<file path="src/rtl/t_toggle_debounce.sv">
`default_nettype none
// ============================================================================
//  Module   : t_toggle_debounce
//  Brief    : Synchronises and debounces a push-button, emitting one toggle
//             pulse per press. Optional auto-repeat via macro AUTO_REPEAT_EN.
//  Revision : 1.0 - initial release
// ============================================================================
module t_toggle_debounce #(
   parameter int DEBOUNCE_CYCLES = 4,
   parameter int CNT_W           = 8,
   parameter int REPEAT_CYCLES   = 16
) (
   input  logic clock,
   input  logic clear_,
   input  logic btn,
   output logic t,
   output logic held
);

   typedef enum logic [1:0] {
      IDLE         = 2'd0,
      PRESS_WAIT   = 2'd1,
      HELD         = 2'd2,
      RELEASE_WAIT = 2'd3
   } state_t;

   localparam logic [CNT_W-1:0] c_deb_last = CNT_W'(DEBOUNCE_CYCLES - 1);

   if ((DEBOUNCE_CYCLES < 1) || (DEBOUNCE_CYCLES > (2**CNT_W) - 1)) begin : g_bad_debounce
      $error("DEBOUNCE_CYCLES out of range");
   end
   if ((REPEAT_CYCLES < 2) || (REPEAT_CYCLES > (2**CNT_W) - 1)) begin : g_bad_repeat
      $error("REPEAT_CYCLES out of range");
   end

   logic             r_s1;
   logic             r_s2;
   logic [CNT_W-1:0] r_cnt;
   state_t           r_state;
   logic             w_btn_s;

`ifdef AUTO_REPEAT_EN
   localparam logic [CNT_W-1:0] c_rpt_last = CNT_W'(REPEAT_CYCLES - 1);
   logic [CNT_W-1:0] r_rpt;
`endif

   assign w_btn_s = r_s2;

   always_ff @(posedge clock or negedge clear_) begin
      if (!clear_) begin
         r_s1    <= 1'b0;
         r_s2    <= 1'b0;
         r_cnt   <= '0;
         r_state <= IDLE;
         t       <= 1'b0;
         held    <= 1'b0;
`ifdef AUTO_REPEAT_EN
         r_rpt   <= '0;
`endif
      end else begin
         r_s1 <= btn;
         r_s2 <= r_s1;
         t    <= 1'b0;
         case (r_state)
            IDLE: begin
               if (w_btn_s) begin
                  r_state <= PRESS_WAIT;
                  r_cnt   <= '0;
               end
            end
            PRESS_WAIT: begin
               if (!w_btn_s) begin
                  r_state <= IDLE;
                  r_cnt   <= '0;
               end else if (r_cnt == c_deb_last) begin
                  r_state <= HELD;
                  r_cnt   <= '0;
                  t       <= 1'b1;
                  held    <= 1'b1;
`ifdef AUTO_REPEAT_EN
                  r_rpt   <= '0;
`endif
               end else begin
                  r_cnt <= r_cnt + 1'b1;
               end
            end
            HELD: begin
               // A release edge takes priority over a coincident repeat tick
               if (!w_btn_s) begin
                  r_state <= RELEASE_WAIT;
                  r_cnt   <= '0;
               end
`ifdef AUTO_REPEAT_EN
               else if (r_rpt == c_rpt_last) begin
                  t     <= 1'b1;
                  r_rpt <= '0;
               end else begin
                  r_rpt <= r_rpt + 1'b1;
               end
`endif
            end
            RELEASE_WAIT: begin
               if (w_btn_s) begin
                  r_state <= HELD;
                  r_cnt   <= '0;
`ifdef AUTO_REPEAT_EN
                  r_rpt   <= '0;
`endif
               end else if (r_cnt == c_deb_last) begin
                  r_state <= IDLE;
                  r_cnt   <= '0;
                  held    <= 1'b0;
               end else begin
                  r_cnt <= r_cnt + 1'b1;
               end
            end
            default: begin
               r_state <= IDLE;
               r_cnt   <= '0;
               held    <= 1'b0;
            end
         endcase
      end
   end

endmodule
`default_nettype wire

</file>
<file path="config.mk">
export PLATFORM = sky130hd
export DESIGN_NAME = t_toggle_debounce
export DESIGN_NICKNAME = d
export VERILOG_FILES = /design/src/rtl/t_toggle_debounce.sv
export SDC_FILE = /design/constraint.sdc
export NUM_CORES = 1
export LEC_CHECK = 0
export BUFFER_PORTS_ARGS = -buffer_cell sky130_fd_sc_hd__buf_2
export CAP_MARGIN = 20
export CORE_UTILIZATION = 32
export DETAILED_ROUTE_END_ITERATION = 12
export GPL_ROUTABILITY_DRIVEN = 0
export SYNTH_ARGS = -nofsm -noshare
export SYNTH_HDL_FRONTEND = slang
export SYNTH_SLANG_ARGS = --single-unit
</file>
<file path="constraint.sdc">
create_clock -name clock -period 1.75 [get_ports clock]
set_clock_uncertainty 0.05 [all_clocks]
set_input_delay 0 -clock clock [delete_from_list [all_inputs] [get_ports clock]]
set_output_delay 0 -clock clock [all_outputs]
set_load 0.005 [all_outputs]
</file>
---- Word level (Yosys, flattened, before mapping) ----
Index checks and enable logic that the tools add are counted.
cells by class
  equal/unequal tests ..................... 12
  $add $sub $neg .......................... 1
  reduce and logical (&&, ||, !) cells .... 5
  muxes and demuxes ....................... 21
operator list
  operator               number
  $mux W8                5
  $pmux W8 S4            1
  $mux W2                6
  $ne A2 B2 Y1 const B   6
  $add A8 B1 Y8 const B  1
  $eq A8 B2 Y1 const B   1
  $pmux W2 S4            1
  $mux W1                7
  $ne A3 B3 Y1 const B   2
  $reduce_and A5 Y1      1
  $eq A2 B2 Y1 const B   2
  $reduce_and A4 Y1      1
  $eq A2 B1 Y1 const B   1
  $logic_not A2 Y1       1
  $pmux W1 S2            1
  $reduce_and A2 Y1      1
  $reduce_bool A2 Y1     1
storage, ports and cells
  logic and storage cells ................. 45
  flip-flop bits (word level) ............. 14

---- Depth between registers and ports, before layout ----
Gate-level depths: netlist (run 1).
  word-level depth ........................ 4
  gate-level depth with buffers ........... 6
  depth with buffers taken out ............ 5

---- Worst setup path before layout (run 1) ----
Ideal clock, no wire load.
  kind .................................... reg-to-reg
  from .................................... register r_cnt[0]
  to ...................................... register (tool-made name)
  stages on the path, launching flop included .. 7
  clock period less this slack ............ 1757 ps
  path slack .............................. -7 ps
  arrival ................................. 1582 ps
  setup time .............................. 125 ps
  data required time ...................... 1575 ps
  buffers on the path ..................... 1
  path through ............................ dfrtp_1 > ha_1 > nor4b_1 > a211o_1 > buf_6 > nand2_1 > mux2_2
RTL lines
  what                    RTL line  source
  start, declared         38        logic [CNT_W-1:0] r_cnt;
  start signal, assigned  84        r_cnt <= r_cnt + 1'b1;
  start signal, assigned  114       r_cnt <= r_cnt + 1'b1;

---- Worst setup path in the final report (run 1) ----
  from .................................... register r_cnt[1]
  to ...................................... register r_cnt[6]
on the way
  word-level cells in the longest chain between the ends .. 4
  elaborated cells between the ends (all ways) .. 6
RTL lines
  what                                                  RTL line  source
  $add A8 B1 Y8 / $eq A8 B2 Y1 (equally long branches)  n/a
  $mux W8 *                                             75, 109
  $mux W8, on equally long branches                     103, 72
  $pmux W8 S4 *                                         64        case (r_state)
Every way passes the cells marked *; elsewhere a longest branch is shown, timed or not.
A chain may end at the register's enable or synchronous reset.

==> results.txt, run 1 <==
The run finished with clean final reports. The startpoint of the worst register-to-register path is r_cnt[1]. The total core area came out at 1940 µm². The count of nets after finishing is 87. The length of the first detailed-routing pass in iterations came out at 4. The post-route worst setup slack is 0.0355 ns.

The final cell utilization of the core is 0.428. The critical path in this run is classified as reg -> reg. TritonCTS built the clock tree. When the netlist entered floorplanning its net count stood at 70.

In the final layout, the share of cells above drive strength 1 is 0.232. The signed area change from the synthesized netlist to the final layout is 26.7%. The most critical setup path has its startpoint at r_cnt[1]. Setup violations remaining at the end of the flow were counted as 0. The global-route wire length before repair is 1.87 mm. Of the synthesized area, sequential elements account for 0.533. The die outline width came out at 47.3 µm. The share of total power dissipated in sequential elements is 0.425. The final cell count without fillers is 109. STA classifies the critical path endpoint as a register. Final hold analysis gives a worst-case slack of 0.0804 ns. The clock insertion delay at the later pin of the skew report is 0.28 ns.

The final critical-path share of the clock period is 0.980. Of the total power, combinational logic draws 0.344. Of the total power, the share spent switching nets is 0.349. The routed design has 1.34 mm of wire. For this design, the sink count on the clock tree is 14. The sum of overflow across all layers after global routing came out at 0.

The count of yosys warnings during synthesis came out at 0. VDD sags by at most 0.698 mV. The HPWL after detailed placement is 915 µm. The summed instance area of the synthesized netlist is 657 µm². The die area is 2240 µm².

The placed cell count came out at 102. The maximum level of the CTS H-tree is 1. The clock tree root driver cell is clkbuf_4.

The placement row count came out at 16. The pin count of the biggest net entering global routing came out at 15. For this design the total switching power over the nets is 0.000354 W. The setup check on the worst reg-to-reg path leaves a slack of 0.04 ns. The number of pins with negative max-slew slack in the final report came out at 0. From bottom edge to top edge, the die measures 47.3 µm. The clock transition time at the flip-flop clock pins of the worst setup and hold paths is 0.09 ns. The count of nets left with antenna violations once routing finished came out at 0. Of the total synthesized cell area, the portion taken by AND, OR, NAND and NOR gates is 0.227. The number of post-CTS setup repair buffers came out at 0. The type of origin of the critical path is a register. After synthesis, the share of cell area in mux cells is 0.0171.

For this block, the via count after detailed routing is 543. The number of antenna violations at the first check in global routing is 0. Clock tree synthesis inserted a total of 3 buffers. The parity-gate share of the synthesized area counting xor and xnor cells is 0.0533. The required time of the critical path came out at 1.89 ns. The via count of the first global-routing pass came out at 416. The number of ports placed on the die boundary came out at 5.

Setup repair after global routing left no endpoint under its margin. The post-synthesis compound-gate area fraction came to 0.110. The post-synthesis share of cell area spent on full adders, half adders and majority gates is 0.0190.

The hold violation count in the final report came to 0. The power per standard cell area is 1220 nW/µm². The actual transition at the worst max-transition pin is 0.364 ns. In this run the worst path has a maximum fanout of 5. Internal power comes to 0.000660 W. The pre-CTS worst setup slack came out at -0.0138 ns.

In the final routed layout, each cell accounts on average for 12.3 µm. The reg-to-reg endpoint is r_cnt[6]. The timing endpoint of the critical path is r_cnt[6].

The aggregate global-route resource usage is 0.129. The data arrival time of the worst path is 1.86 ns. The initial core utilization came out at 0.338. For this design the static power due to leakage is 0.363 nW.

Using the TritonRoute via totals, the vias-per-cell ratio works out to 4.98. The layout has 204 filler cells. The clock tree buffer depth came out at 2. The synthesized area per cell is 9.95 µm². In this run the worst hold path is classified as in -> async. The dominant combinational cell family by area after synthesis is simple AND/OR/NAND/NOR gates.

Buffers placed on the I/O ports in this run total 4. The antenna diode instance count is 0. The maximum operating frequency came out at 583 MHz. The clock share of power is 0.231. The minimum period implied by the final worst setup slack is 1.71 ns. The normalized max-slew margin is 0.755. The distinct cell type count of the synthesized netlist came out at 23. The cell count after synthesis is 66. In the routed design, unresolved DRC markers number 0. The number of cells traversed by the worst register-to-register path is 5.

The reported max-cap violation count came out at 0. The initial detailed-routing violation count came out at 16. The number of synthesized register bits came out at 14.
Yosys cell counts:
| cell type | number | area (µm²) |
|---|---|---|
| a21oi_1 | 1 | 5.00 |
| nor2_1 | 1 | 3.75 |
| nand4_1 | 2 | 12.5 |
| a211o_1 | 2 | 17.5 |
| xnor2_1 | 1 | 8.76 |
| o211ai_1 | 2 | 15.0 |
| mux2_2 | 1 | 11.3 |
| nor4b_1 | 1 | 8.76 |
| inv_1 | 3 | 11.3 |
| nand3_1 | 6 | 30.0 |
| buf_6 | 1 | 11.3 |
| clkbuf_1 | 1 | 3.75 |
| xor2_1 | 3 | 26.3 |
| dfrtp_1 | 14 | 350 |
| nor3_1 | 3 | 15.0 |
| o31ai_1 | 1 | 7.51 |
| nand2_1 | 12 | 45.0 |
| o21ai_0 | 4 | 20.0 |
| a21boi_0 | 1 | 7.51 |
| ha_1 | 1 | 12.5 |
| and3_1 | 1 | 6.26 |
| and4_1 | 1 | 8.76 |
| or3_1 | 3 | 18.8 |
what timing repair did:
item                                    in CTS  in global routing
pin swaps                                    0                  4
endpoints found under the setup margin       1                  2
cloned                                       0                  1
hold buffers                                 2                  0
endpoints found under the hold margin       15                  0
gates resized for setup                      1                  2
flip-flops by register name, summed over array words and instances, names as in the netlist, named ones only:
name and cells:
held 1, r_cnt 8, r_s1 1, r_s2 1, r_state 1, t 1
metrics by stage:
step / cell area (µm²) / TNS, ns / total power (W)
2_1_floorplan: 659 / 0 / 0.000639
3_3_place_gp: 751 / 0 / 0.000749
3_5_place_dp: 751 / -0.0138 / 0.000751
4_1_cts: 808 / 0 / 0.000996
5_1_grt: 832 / 0 / 0.00109
6_report: 832 / 0 / 0.00101
final cells by class:
cell class | instances | area (µm²) | share of cell area
clock buffers | 4 | 36.3 | 0.0436
inverters | 3 | 11.3 | 0.0135
multi-input cells | 48 | 308 | 0.370
flip-flops and latches | 14 | 350 | 0.421
well taps | 27 | 33.8 | 0.0406
repair buffers | 13 | 92.6 | 0.111
critical path: stages (launching register included):
cell and delay (ns):
dfrtp_1 0.39, ha_2 0.19, nor4b_4 0.13, a211o_2 0.38, or3_1 0.37, o211ai_1 0.11
kinds of logic after synthesis:
family / Yosys count
simple gates: 30
flops: 14
compound gates: 11
buf+inv: 5
xor+xnor: 4
mux: 1
fa+ha+maj: 1
power groups by stage:
stage / sequential [W] / clock [W] / combinational (W)
after floorplan: 0.000423 / 0 / 0.000216
after global placement: 0.000432 / 0 / 0.000316
after detailed placement: 0.000435 / 0 / 0.000317
after CTS: 0.000429 / 0.000243 / 0.000324
after global routing: 0.000439 / 0.000256 / 0.000391
final: 0.000431 / 0.000234 / 0.000349
how the worst min path moves through the flow:
stage	from	end	slack, ns	depth (start not counted)
CTS	clear_	asynchronous set/reset pin	0.09	2
detailed placement	clear_	t	-0.14	1
global placement	clear_	t	-0.14	1
finish	clear_	r_cnt[6]	0.08	2
floorplan	clear_	asynchronous set/reset pin	-0.35	0
global route	clear_	asynchronous set/reset pin	0.10	2
metal layers:
layer  vias up  share of wire  GRT usage
met5         -              0          0
met4         0          0.010     0.0343
met3         4          0.038     0.0692
met2         8           0.47      0.189
met1       260           0.48      0.164
li1        271              -          -
layout by cell type, fill, tap and decap left out:
cell           count
a211o_2            1
and4_1             1
a21oi_1            1
o211ai_1           2
ha_2               1
clkbuf_8           1
nand3_1            6
and3_1             1
xnor2_1            1
buf_2              4
o31ai_1            1
dlygate4sd3_1      2
nor3_1             3
clkbuf_4           3
nand4_1            2
buf_4              7
a211o_1            2
inv_1              3
dfrtp_1           14
mux2_2             1
xor2_1             3
nand2_1           12
a21boi_0           1
o21ai_0            4
or3_1              3
nor2_1             1
nor4b_4            1
Note: power is estimated with default switching activity, not from simulation.
==> run 2: changes to the inputs <==
--- a/config.mk
+++ b/config.mk
@@ -5,6 +5,7 @@
 export SDC_FILE = /design/constraint.sdc
 export NUM_CORES = 1
 export LEC_CHECK = 0
+export ABC_AREA = 1
 export BUFFER_PORTS_ARGS = -buffer_cell sky130_fd_sc_hd__buf_2
 export CAP_MARGIN = 20
 export CORE_UTILIZATION = 32
==> results.txt, run 2 <==
The distinct cell type count of the synthesized netlist is 14. The sum of overflow across all layers after global routing came out at 0. In this design, the largest share of critical-path delay is due to simple AND/OR/NAND/NOR gates. The aggregate negative setup slack is 0 ns. The post-route worst setup slack is 0.380 ns. The die covers 2430 µm². Of the total power, combinational logic draws 0.294. The maximum single-stage delay on the critical path is 0.40 ns. The number of synthesized register bits is 14. The number of cells on the worst reg-to-reg path is 8.

Counting tap cells, the placed design contains a total of 126 instances. The top cell type's share of synthesized area came out at 0.490. The library cell used most frequently in the layout, excluding fill and tap cells, is nand2_1. The maximum level of the CTS H-tree is 1. The actual transition at the worst max-transition pin is 0.312 ns. The aggregate global-route resource usage is 0.134. No sink is reached through more buffers than the 2 on the longest clock path. The number of pins with negative max-slew slack in the final report was 0. Data on the critical path arrives at its endpoint at 1.49 ns.

The main flop type after synthesis is dfrtp_1. The power after layout is 0.000948 W. In this run the power spent charging and discharging nets is 0.000335 W. For the worst-skew pair, the clock arrives at the later sink with an insertion delay of 0.28 ns. Sorting the synthesized cells by how often they occur yields nand2_1 (33), dfrtp_1 (14), inv_1 (11), nor2_1 (11), nand3_1 (9).

The antenna diode instance count came out at 0. The synthesized design spends more area on one cell type than any other, namely dfrtp_1. The hold violation count in the final report was 0. The height of the chip came out at 49.3 µm.

The total core area came out at 2020 µm². The initial detailed-routing violation count is 9. Traced cell by cell, the critical path runs through ha_1 > nand2_1 > nor2_1 > nand2_1 > nand2_2 > nand2_1 > nand2_1 > nand2_1.

The initial core utilization came out at 0.353. The Yosys step of the flow raised 0 warnings. The post-synthesis async set-or-reset flop share is 1.00. The most frequently used cell type in the post-synthesis netlist is nand2_1. The die outline width came out at 49.3 µm. In the routed layout, each cell is associated on average with a via count of 4.64. The register area share after synthesis came out at 0.490. Detailed placement ended at an HPWL of 1.04 mm. The number of gates on the worst path with buffers counted came out at 8. The share of power burned in registers is 0.463. The count of buffer and inverter cells on the critical path is 0. The CTS tree is built. The final layout contains 110 nets. The largest individual stage delay along the critical path comes from the cell dfrtp_1. The worst setup path is launched from a register. The flip-flop count of the largest register after layout is 8. The flow ran to the end, and the final reports show no timing, DRC or antenna violations. The normalized max-slew margin is 0.792.

The reported max-cap violation count is 0. The minimum period implied by the final worst setup slack came out at 1.37 ns. Entering global routing, the biggest net connects 15 pins. IR analysis of the VDD net gives a maximum drop of 0.697 mV. The clock transition time at the flip-flop clock pins of the worst setup and hold paths came out at 0.09 ns. In the final layout, the share of cells above drive strength 1 is 0.133. Setup violations remaining at the end of the flow were counted as 0. The via count of the first global-routing pass came to 588.

Setup repair after global routing left no endpoint under its margin. The number of clock sinks is 14. The synthesized design contains 0 enable-type register cells.

The first global-routing pass estimated 2.41 mm of wire. The final cell count without fillers came out at 132. OpenSTA, run right after detailed placement, puts the worst setup slack at 0.368 ns. The maximum net fanout on the critical path is 6.

The placement row count is 16. The cell sitting at the root of the clock tree is a clkbuf_4. A synthesized cell averages 7.52 µm². The sum of routed wire length over all layers came out at 1.37 mm. The power per standard cell area came out at 1150 nW/µm².

The number of antenna violations at the first check in global routing came out at 0. The library cells used most frequently in the layout, excluding fill and tap cells, are nand2_1 (33), dfrtp_1 (14), inv_1 (11), nor2_1 (11), nand3_1 (9). The length of the first detailed-routing pass in iterations came out at 4. The number of ports placed on the die boundary is 5. The tightest min-delay check is of the in -> async type. Yosys attributes the largest share of cell area to dfrtp_1 (49%), nand2_1 (17%), nand3_1 (6.3%), inv_1 (5.8%), nor2_1 (5.8%).

Synthesis produced a netlist whose cell count is 95. The detail-routed net length per standard cell is 10.3 µm. Buffers placed on the I/O ports in this run total 4. The number of vias in the routed layout is 613. In this run, CTS created clock tree buffers numbering 3. The internal power summed over all cells came out at 0.000612 W. By instance count, the cell type seen most on the critical path is nand2_1. Relative to the synthesized area, the layout overhead comes to 15.4%. The summed instance area of the synthesized netlist came out at 714 µm².

The final critical-path share of the clock period is 0.783. The maximum operating frequency came out at 730 MHz. The critical path in this run is classified as reg -> reg.

The number of nets in the synthesized netlist is 99. In this run the static leakage power is 0.416 nW. The number of DRC violations after detailed routing is 0. The number of post-CTS setup repair buffers is 0. Of the total power, the share spent switching nets is 0.354. r_cnt holds more flip-flops than any other register. Of the total power, the clock network draws 0.244. The remaining antenna violation count is 0. The endpoint kind of the worst setup timing path is a register. The required time of the critical path came out at 1.87 ns.
-- run 2: cell types whose count changed after synthesis, sizes merged, moves of 2 or more --
cell    previous run  this run
nand2             12        36
xor2               3         0
a211o              2         0
nor2               1        12
o211ai             2         0
inv                3        13
or3                3         0
nand4              2         0
o22ai              0         3
nor3               3         0
nand3              6         9
-- run 2: per-stage QoR --
| stage | area (µm²) | hold WS, ns | utilization |
|---|---|---|---|
| 6_report | 825 | 0.0815 | 0.408 |
| 5_1_grt | 825 | 0.105 | 0.408 |
| 4_1_cts | 825 | 0.0921 | 0.408 |
| 3_5_place_dp | 768 | -0.132 | 0.380 |
| 3_3_place_gp | 768 | -0.137 | 0.380 |
| 2_1_floorplan | 714 | -0.346 | - |
-- run 2: final timing paths --
path                            startpoint        to  slack, ns
min in group clock                     btn      r_s1       0.31
worst min register to register        r_s1      r_s2       0.32
worst min-delay path                clear_  r_cnt[3]       0.08
max in group asynchronous           clear_  r_cnt[1]       1.33
worst max register to register    r_cnt[0]  register       0.38
worst max-delay path              r_cnt[0]  register       0.38
-- run 2: repair_timing --
item                      4_1_cts  5_1_grt
hold buffers                    2        0
gates resized for setup         0        0
hold endpoints to repair       15        0
-- run 2: cell type report --
cell class              count  area (µm²)
inverters                  13        48.8
well taps                  27        33.8
multi-input cells          68         315
fillers                   213        1200
repair buffers              6        40.0
clock buffers               4        36.3
flip-flops and latches     14         350
-- run 2: per-layer routing --
metal | share of wire | vias to the layer above | wire [µm] | GRT usage
met4 | 0.0088 | 0 | 12 | 0.0294
met5 | 0 | - | 0 | 0
met1 | 0.52 | 285 | 704 | 0.172
li1 | - | 317 | - | -
met3 | 0.040 | 2 | 55 | 0.0561
met2 | 0.43 | 9 | 594 | 0.208
-- run 2: logic make-up after synthesis --
group | Yosys count | synth area share
adders and majority gates | 1 | 0.0175
DFF | 14 | 0.490
muxes | 1 | 0.0140
xor gates and xnor gates | 1 | 0.0123
AOI/OAI and AO/OA | 8 | 0.0613
buffers and inverters | 13 | 0.0683
and+or+nand+nor | 57 | 0.336
-- run 2: power by group through the flow --
stage | combinational, W | sequential (W) | clock [W]
2_1_floorplan | 0.000210 | 0.000436 | 0
6_report | 0.000278 | 0.000439 | 0.000231
3_3_place_gp | 0.000270 | 0.000443 | 0
3_5_place_dp | 0.000280 | 0.000445 | 0
5_1_grt | 0.000322 | 0.000452 | 0.000259
4_1_cts | 0.000284 | 0.000439 | 0.000243
==> run 3: changes to the inputs <==
--- a/config.mk
+++ b/config.mk
@@ -5,7 +5,7 @@
 export SDC_FILE = /design/constraint.sdc
 export NUM_CORES = 1
 export LEC_CHECK = 0
-export ABC_AREA = 1
+export ABC_AREA = 0
 export BUFFER_PORTS_ARGS = -buffer_cell sky130_fd_sc_hd__buf_2
 export CAP_MARGIN = 20
 export CORE_UTILIZATION = 32
==> constraint.sdc (replaced) <==
create_clock -name clock -period 1.15 [get_ports clock]
set_clock_uncertainty 0.05 [all_clocks]
set_input_delay 0 -clock clock [delete_from_list [all_inputs] [get_ports clock]]
set_output_delay 0 -clock clock [all_outputs]
set_load 0.005 [all_outputs]
==> results.txt, run 3 (same netlist as run 1, synthesis figures left out) <==
The flow ran to the end, but the final reports show violations. The clock insertion delay at the later pin of the skew report is 0.28 ns. The placement row count is 16. The maximum operating frequency came out at 623 MHz. The data arrival time of the worst path is 1.76 ns. The hold violation count in the final report is 0. The die area came out at 2240 µm². The maximum net fanout on the critical path is 7. The number of clock sinks came out at 14. The cell family with the largest share of critical-path delay is simple AND/OR/NAND/NOR gates. The normalized max-slew margin is 0.707.

The register containing the most flip-flops in the final layout is r_cnt. The sum of overflow across all layers after global routing came out at 0. The pin count of the biggest net entering global routing came out at 15. The placed instances occupy a cell area of 867 µm².

In this run the power density over the cells is 1920 nW/µm². The critical path is of the reg -> reg type. The clock passes through at most 2 buffers. The height of the chip came out at 47.3 µm. The critical path goes through ha_2 > nor4b_4 > a211o_4 > or3_1 > o211ai_1. In this run the number of H-tree levels came out at 1. The flip-flop count of the largest register after layout is 8. The number of pins with negative max-slew slack in the final report came out at 0. The cell area after layout is 1010 µm². In this run the critical register-to-register path is captured at r_cnt[6]. The first detailed-routing pass took 4 iterations.

The worst setup path is launched from a register. The required time of the critical path is 1.30 ns. At the pin with the least slew margin, the transition time is 0.437 ns.

Counting I/O delays and the setup requirement, the final critical path takes 1.61 ns. The most common cell after layout, fill and taps aside is buf_4. During placement, the flow inserted port buffers numbering 4. The pre-CTS worst setup slack is -0.469 ns. The critical path ends at r_cnt[6].

The detail-routed net length per standard cell came out at 13.2 µm. The leakage power came out at 0.444 nW. The die outline width came out at 47.3 µm. TritonCTS built the clock tree.

The number of DRC violations after detailed routing is 0. Across every metal layer, demand over resource in global routing totals 0.155. Setup repair after global routing could not meet its margin everywhere. The count of nets after finishing is 100. After the first detailed-routing iteration, the DRC count stood at 8.

The number of antenna violations at the first check in global routing came out at 0. The sum of routed wire length over all layers came out at 1.60 mm. The tree is rooted in a clkbuf_4. The clock transition time at the flip-flop clock pins of the worst setup and hold paths is 0.08 ns. Setup violations remaining at the end of the flow were counted as 12. The most critical setup path has its startpoint at r_cnt[1]. The antenna diode instance count came out at 0. The maximum VDD drop is 1.36 mV. The reported max-cap violation count came out at 0. Counting the buffers created by CTS gives 3. The critical path runs through a total of 5 cells. The global-route wire length before repair is 2.39 mm. The detailed placer's ending HPWL is 1.04 mm. The tightest min-delay check is of the in -> async type. The total core area is 1940 µm². For the worst flop-to-flop path, the logic depth is 5. The maximum single-stage delay on the critical path is 0.39 ns. The checks that failed: negative setup slack. The final critical-path share of the clock period is 1.40. The power after layout is 0.00193 W. Relative to the synthesized area, the layout overhead comes to 53.1%. The share of cells above drive strength 1 is 0.426. The number of vias in the routed layout came out at 578. The post-route worst setup slack is -0.456 ns. Counting both buffers and inverters, the worst setup path holds a total of 0. The detail route stage leaves a number of antenna-violating nets equal to 0. Among all stages on the critical path, the largest delay is contributed by dfrtp_1.

The worst setup path is captured at a register. The initial utilization of the core area, before any placement, comes to 0.338. The via count of the first global-routing pass came out at 569. The startpoint of the worst register-to-register path is r_cnt[1].

The number of ports placed on the die boundary is 5. The via count normalized by instance count is 4.78. The library cells used most frequently in the layout, excluding fill and tap cells, are buf_4 (17), dfrtp_1 (14), nand2_1 (10). The setup slack of the worst register-to-register path came out at -0.46 ns.
[run 3: cell types whose count changed in the layout (fill, tap and decap cells not counted), moves of 4 or more]
cell     before  now
nor2_1       11    0
nand3_1       9    5
buf_6         0    4
inv_1        11    3
nand2_1      33   10
o21ai_1       0    4
o21ai_0       4    0
buf_4         0   17
[run 3: layer usage]
metal	part of all wire	track usage	vias up
met5	0	0	-
met4	0.0087	0.0514	0
met3	0.025	0.0231	2
met2	0.50	0.258	10
met1	0.46	0.205	274
li1	-	-	292
[run 3: worst min path at each step]
stage | slack (ns) | to | from
3_3_place_gp | -0.14 | r_cnt[4] | clear_
5_1_grt | 0.12 | r_cnt[4] | clear_
4_1_cts | 0.1 | r_cnt[4] | clear_
6_report | 0.08 | r_cnt[3] | clear_
2_1_floorplan | -0.35 | asynchronous set/reset pin | clear_
3_5_place_dp | -0.14 | r_cnt[4] | clear_
[run 3: through the flow]
step / TNS (ns) / instances / hold slack, ns / util
final: -3.90 / 121 / 0.0800 / 0.518
after global routing: -4.61 / 121 / 0.120 / 0.518
after CTS: -3.76 / 119 / 0.0955 / 0.485
after detailed placement: -3.98 / 114 / -0.136 / 0.447
after global placement: -3.74 / 114 / -0.137 / 0.447
after floorplan: -3.76 / 66 / -0.346 / -
[run 3: power breakdown]
part / total, W / switching [W] / internal [W]
registers: 0.000625 / 0.0000550 / 0.000570
clock network: 0.000280 / 0.000158 / 0.000122
logic: 0.00103 / 0.000498 / 0.000532
total: 0.00193 / 0.000712 / 0.00122
[run 3: worst reg2reg max path, delay by kind of cell, from the launching register on]
kind | cells | cell delay (ns)
simple gates | 2 | 0.45
compound gates | 2 | 0.45
flops | 1 | 0.39
fa+ha+maj | 1 | 0.19
[run 3: final cells by class]
class | instances | area [µm²]
repair buffers | 27 | 213
fillers | 181 | 936
clock buffers | 3 | 22.5
flip-flops and latches | 14 | 350
well taps | 27 | 33.8
inverters | 3 | 11.3
multi-input cells | 47 | 375
[run 3: what timing repair did]
action	4_1_cts	5_1_grt
pin swaps	3	3
setup endpoints to repair	12	12
hold buffers	2	0
gates resized for setup	9	11
hold endpoints to repair	15	0
setup buffers	0	3
